**src/rtl/operand_stack.sv**
```systemverilog
// Data stack feeding the ALU: top/next live in registers, deeper entries spill to a circular buffer.
// Define OPERAND_STACK_GUARD_EN to suppress overflowing/underflowing ops and raise a sticky err.
module operand_stack #(
    parameter int WIDTH = 16,
    parameter int DEPTH = 16
) (
    input  logic                     clk,
    input  logic                     rst,
    input  logic [2:0]               op,
    input  logic [WIDTH-1:0]         wdata,
    output logic [WIDTH-1:0]         top,
    output logic [WIDTH-1:0]         next,
    output logic [$clog2(DEPTH):0]   depth,
    output logic                     empty,
    output logic                     full,
    output logic                     err
);

    localparam int PW = $clog2(DEPTH);
    localparam int DW = PW + 1;
    localparam logic [DW-1:0] D_FULL = DW'(DEPTH);
    localparam logic [DW-1:0] D_ZERO = '0;
    localparam logic [DW-1:0] D_ONE  = DW'(1);
    localparam logic [DW-1:0] D_TWO  = DW'(2);

    typedef enum logic [2:0] {
        OP_NOP  = 3'd0,
        OP_PUSH = 3'd1,
        OP_POP  = 3'd2,
        OP_REPL = 3'd3,
        OP_BIN  = 3'd4,
        OP_DUP  = 3'd5
    } op_t;

    logic [WIDTH-1:0] mem [DEPTH];
    logic [PW-1:0]    sp;
    logic [PW-1:0]    sp_n;
    logic [WIDTH-1:0] top_n;
    logic [WIDTH-1:0] next_n;
    logic [WIDTH-1:0] spill_top;
    logic [DW-1:0]    depth_n;
    logic             mem_we;
    logic             fault;
    logic             is_empty;
    logic             has_two;
    logic             has_spill;
    logic             at_full;

    assign is_empty  = (depth == D_ZERO);
    assign has_two   = (depth >= D_TWO);
    assign has_spill = (depth > D_TWO);
    assign at_full   = (depth == D_FULL);
    assign spill_top = mem[sp - PW'(1)];

`ifdef OPERAND_STACK_GUARD_EN
    logic underflow;
    logic overflow;

    always_comb begin
        underflow = 1'b0;
        overflow  = 1'b0;
        case (op)
            OP_PUSH: overflow = at_full;
            OP_POP, OP_REPL: underflow = is_empty;
            OP_BIN:  underflow = !has_two;
            OP_DUP: begin
                underflow = is_empty;
                overflow  = at_full;
            end
            default: ;
        endcase
    end

    assign fault = underflow | overflow;

    always_ff @(posedge clk) begin
        if (rst)
            err <= 1'b0;
        else if (fault)
            err <= 1'b1;
    end
`else
    assign fault = 1'b0;
    assign err   = 1'b0;
`endif

    // Registers beyond the current depth are kept at zero, so missing operands read as 0 for free.
    always_comb begin
        top_n   = top;
        next_n  = next;
        sp_n    = sp;
        depth_n = depth;
        mem_we  = 1'b0;
        case (op)
            OP_PUSH, OP_DUP: begin
                if (op == OP_PUSH)
                    top_n = wdata;
                next_n = top;
                if (has_two) begin
                    mem_we = 1'b1;
                    sp_n   = sp + PW'(1);
                end
                if (!at_full)
                    depth_n = depth + D_ONE;
            end
            OP_POP: begin
                top_n  = next;
                next_n = has_spill ? spill_top : '0;
                if (has_spill)
                    sp_n = sp - PW'(1);
                if (!is_empty)
                    depth_n = depth - D_ONE;
            end
            OP_REPL: begin
                if (!is_empty)
                    top_n = wdata;
            end
            OP_BIN: begin
                if (!is_empty)
                    top_n = wdata;
                next_n = has_spill ? spill_top : '0;
                if (has_spill)
                    sp_n = sp - PW'(1);
                if (has_two)
                    depth_n = depth - D_ONE;
            end
            default: ;
        endcase
        if (fault) begin
            top_n   = top;
            next_n  = next;
            sp_n    = sp;
            depth_n = depth;
            mem_we  = 1'b0;
        end
    end

    always_ff @(posedge clk) begin
        if (rst) begin
            top   <= '0;
            next  <= '0;
            sp    <= '0;
            depth <= '0;
            empty <= 1'b1;
            full  <= 1'b0;
        end else begin
            top   <= top_n;
            next  <= next_n;
            sp    <= sp_n;
            depth <= depth_n;
            empty <= (depth_n == D_ZERO);
            full  <= (depth_n == D_FULL);
        end
    end

    // On overflow the pointer keeps advancing; the oldest slot simply falls out of reach.
    always_ff @(posedge clk) begin
        if (mem_we && !rst)
            mem[sp] <= next;
    end

endmodule

```
**config.mk**
```make
export PLATFORM = sky130hd
export DESIGN_NAME = operand_stack
export DESIGN_NICKNAME = d
export VERILOG_FILES = /design/src/rtl/operand_stack.sv
export SDC_FILE = /design/constraint.sdc
export NUM_CORES = 1
export LEC_CHECK = 0
export ABC_AREA = 1
export CAP_MARGIN = 20
export CORE_MARGIN = 2
export CORE_UTILIZATION = 50
export DETAILED_ROUTE_END_ITERATION = 6
export DONT_BUFFER_PORTS = 1
export PLACE_DENSITY = 0.68
export SLEW_MARGIN = 5
export SYNTH_ARGS = -nofsm -noshare
export SYNTH_HDL_FRONTEND = slang
export SYNTH_SLANG_ARGS = --single-unit
export TNS_END_PERCENT = 20
```
**constraint.sdc**
```tcl
create_clock -name clk -period 2.5 [get_ports clk]
set_clock_uncertainty 0.1 [all_clocks]
set_input_delay 0.5 -clock clk [delete_from_list [all_inputs] [get_ports clk]]
set_output_delay 0.5 -clock clk [all_outputs]
set_load 0.02 [all_outputs]
```
==> summary.md <==
| Metric | Value |
|---|---|
| Timing-limited maximum frequency | 0.422 GHz |
| Number of DRC violations after detailed routing | 0 |
| Worst-case vdd ir drop | 0.760 mV |
| Die outline width | 163 um |
| Sinks on the clock net | 299 |
| Synth Warn # | 0 |
| Final Hold Fails | 0 |
| Routed length per instance | 20.5 um |
| Via count | 8770 |
| Highest routed metal layer | met4 |
| Synthesized cell area | 0.0126 sq mm |
| Max-capacitance violation count | 0 |
| Iter 0 DRT Violations | 934 |
| Async set-or-reset flop fraction in the synthesized netlist | 0% |
| Post-synth net total | 1196 |
| Slew Limit Fails | 0 |
| Final cell count without fillers | 1549 |
| Setup-violating endpoint count in the final report | 0 |
| TritonCTS Buffers | 28 |
| Kind of capture point of the worst setup path | register |
| Routed Wire Length | 31800 um |
| Total routing resource utilization after global routing | 24.2% |
| Category of the critical setup timing path | register to register |
| Final period util | 94.7% |
| I/O pin count | 61 |
| Count of state elements after synthesis | 299 |
| Detailed route wirelength on metal3 | 2870 um |
| Total internal power | 9.81 mW |
| Root cell of the clock tree | sky130_fd_sc_hd__clkbuf_16 |
| Gpl congestion | 0.895 |
| Switching fraction of total power | 38.2% |
| Clock latency on the worst-skew pair | 0.55 ns |
| Leftover overflow at the end of global routing | 0 |
| Part of the power in the clock network | 26.0% |
| Final-stage net count | 1227 |
| Largest net degree at the start of global routing | 89 |
| Sum of negative setup slack | 0 ns |
| Portion of the post-synthesis area used by sequential elements | 67.7% |
| Average size of a mapped cell | 10.8 sq um |
| Standby leakage power | 5.26 nW |
| Share of post-route cells with drive strength above 1 | 14.0% |
| Worst-case clock buffer depth | 3 |
| Post-DP HPWL | 19800 um |
| Status | complete, no violations |
| Number of rows created at floorplan | 58 |
| Tightest Pin Transition | 1.06 ns |
| Signal arrival time at the worst endpoint | 2.43 ns |
| Unrepaired setup endpoints after global routing | true |
| Number of detailed-routing iterations run before antenna repair | 7 |
| Global-route wire length before repair | 48600 um |
| TritonCTS clock tree | yes |
| Die boundary height | 163 um |
| Number of buffers added on ports | 0 |
| Mapped Cells | 1166 |
| Worst hold path type | input port to register |
| Number of nets with antenna violations after detailed routing | 0 |
| Slew HR | 29.4% |
| Sequential Power Share | 38.1% |
| Area of the die | 0.0265 sq mm |
| Starting Density | 50.6% |
| P&R area growth vs syn | 13.2% |
| Count of flip-flops with a built-in enable after synthesis | 256 |
| Number of H-tree branching levels | 1 |
| Endpoint required time on the critical path | 2.56 ns |
| Combinational Power Share | 35.9% |
| ANT cells | 0 |
| Cell Count Post-Placement | 1495 |
| Critical path fanouts, max | 16 |
| Avg Vias per Cell | 5.66 |
| Power Density | 1110 mW/mm^2 |
| Post-Route M1 WL | 12800 um |
| Netlist cell types | 35 |
| Via count of the first global-routing pass | 8450 |
| Worst hold slack across all endpoints | 0.0982 ns |
| Flip-flop cell with the highest count after synthesis | sky130_fd_sc_hd__edfxtp_1 |
| Met2 Wirelength | 15100 um |
| Initial antenna violation count | 0 |
| CP Launch Type | register |
| Minimum clock period | 2.37 ns |
| Clock-pin slew on the worst setup and hold paths | 0.06 ns |
| Core Area | 0.0250 sq mm |
| Net switching power figure | 6.06 mW |
[final timing paths]
| check | startpoint | endpoint | slack (ns) | cells after the start |
|---|---|---|---|---|
| max | depth[0] | mem[15][8] | 0.13 | 8 |
| min | wdata[3] | top[3] | 0.1 | 4 |
| max reg2reg | depth[0] | mem[15][8] | 0.13 | 8 |
| min reg2reg | depth[1] | depth[1] | 0.43 | 2 |
[routing by layer]
metal	up-vias	track usage [%]
met5	-	0
met1	4183	31.8
met3	67	4.91
met4	0	9.25
li1	4110	-
met2	410	39.8
[per-stage QoR]
step	setup slack, ns	total power, mW	cell area, sq um	utilization (%)
after floorplan	0.0824	9.77	12600	-
after global placement	0.0988	11.7	13400	53.6
after detailed placement	0.0638	11.7	13400	53.6
after CTS	0.0548	15.9	14300	57.2
after global routing	-0.0202	16.6	14300	57.3
final	0.131	15.9	14300	57.3
[cell usage after synthesis (5+ instances only)]
cell type | count | share of area [%]
sky130_fd_sc_hd__a21oi_1 | 14 | 0.55
sky130_fd_sc_hd__a21oi_2 | 9 | 0.62
sky130_fd_sc_hd__buf_2 | 24 | 0.95
sky130_fd_sc_hd__clkbuf_1 | 35 | 1.0
sky130_fd_sc_hd__dfxtp_1 | 43 | 6.8
sky130_fd_sc_hd__edfxtp_1 | 256 | 61
sky130_fd_sc_hd__ha_1 | 9 | 0.89
sky130_fd_sc_hd__inv_1 | 17 | 0.51
sky130_fd_sc_hd__inv_2 | 11 | 0.33
sky130_fd_sc_hd__nand2_1 | 329 | 9.8
sky130_fd_sc_hd__nand3_1 | 235 | 9.3
sky130_fd_sc_hd__nand3_2 | 12 | 0.95
sky130_fd_sc_hd__nor2_1 | 76 | 2.3
sky130_fd_sc_hd__nor2_2 | 5 | 0.25
sky130_fd_sc_hd__o21ai_0 | 54 | 2.1
sky130_fd_sc_hd__o21ai_1 | 8 | 0.32
sky130_fd_sc_hd__xor2_1 | 7 | 0.49
[power by group through the flow]
stage	clock (mW)	sequential (mW)	combinational (mW)
2_1_floorplan	0	6.10	3.67
3_3_place_gp	0	6.14	5.55
3_5_place_dp	0	6.15	5.60
4_1_cts	4.18	6.04	5.64
5_1_grt	4.36	6.07	6.22
6_report	4.13	6.04	5.69
[layout make-up]
class                      count  area [sq um]
clock inverter                15           125
tap                          330           413
sequential                   299          8550
clock buffer                  37           766
inverter                      29           114
multi-input combinational    772          3730
fill                        2077         10700
timing repair buffer          67           601
[flip-flops by register name, indices dropped and copies added (netlist names)]
name / flops
empty: 1
sp: 4
top: 16
depth: 5
next: 16
mem: 256
full: 1
[kinds of logic (layout without fill, tap and decap cells)]
group / count (synthesis) / count (layout) / synth area share (%)
flops: 299 / 299 / 67.7
simple gates: 665 / 665 / 23.3
fa+ha+maj: 9 / 9 / 0.892
buf+inv: 95 / 148 / 3.30
compound gates: 88 / 88 / 4.01
other cells: 1 / 1 / 0.0297
xor+xnor: 9 / 9 / 0.832
[timing repair]
action / 4_1_cts / 5_1_grt
hold buffers: 1 / 0
endpoints found under the hold margin: 4 / 0
resized for setup: 0 / 2
setup endpoints to repair: 0 / 36
setup buffers: 0 / 0
[worst max-delay path: stages, from the launching register on]
cell and delay [ns]:
sky130_fd_sc_hd__dfxtp_1 0.31, sky130_fd_sc_hd__inv_1 0.07, sky130_fd_sc_hd__ha_1 0.17, sky130_fd_sc_hd__inv_1 0.04, sky130_fd_sc_hd__nand3_1 0.09, sky130_fd_sc_hd__nand3_1 0.08
sky130_fd_sc_hd__inv_1 0.13, sky130_fd_sc_hd__nand2_1 0.16, sky130_fd_sc_hd__nor2_2 0.81
[cell usage in the layout (no fill, tap or decap), types with 2 or more instances in the layout]
master,n
sky130_fd_sc_hd__nand2_1,329
sky130_fd_sc_hd__edfxtp_1,256
sky130_fd_sc_hd__nand3_1,235
sky130_fd_sc_hd__nor2_1,60
sky130_fd_sc_hd__buf_4,58
sky130_fd_sc_hd__o21ai_0,54
sky130_fd_sc_hd__dfxtp_1,42
sky130_fd_sc_hd__clkbuf_16,29
sky130_fd_sc_hd__nor2_2,19
sky130_fd_sc_hd__inv_1,17
sky130_fd_sc_hd__a21oi_1,14
sky130_fd_sc_hd__nand3_2,12
sky130_fd_sc_hd__inv_2,10
sky130_fd_sc_hd__a21oi_2,9
sky130_fd_sc_hd__o21ai_1,8
sky130_fd_sc_hd__ha_1,8
sky130_fd_sc_hd__xor2_1,7
sky130_fd_sc_hd__clkbuf_1,7
sky130_fd_sc_hd__buf_12,7
sky130_fd_sc_hd__clkinv_1,6
sky130_fd_sc_hd__clkinv_2,4
sky130_fd_sc_hd__nor2_4,3
sky130_fd_sc_hd__clkinvlp_4,3
sky130_fd_sc_hd__inv_4,2
sky130_fd_sc_hd__nand2_4,2
sky130_fd_sc_hd__bufinv_16,2
Note: power is estimated with default switching activity, not from simulation.
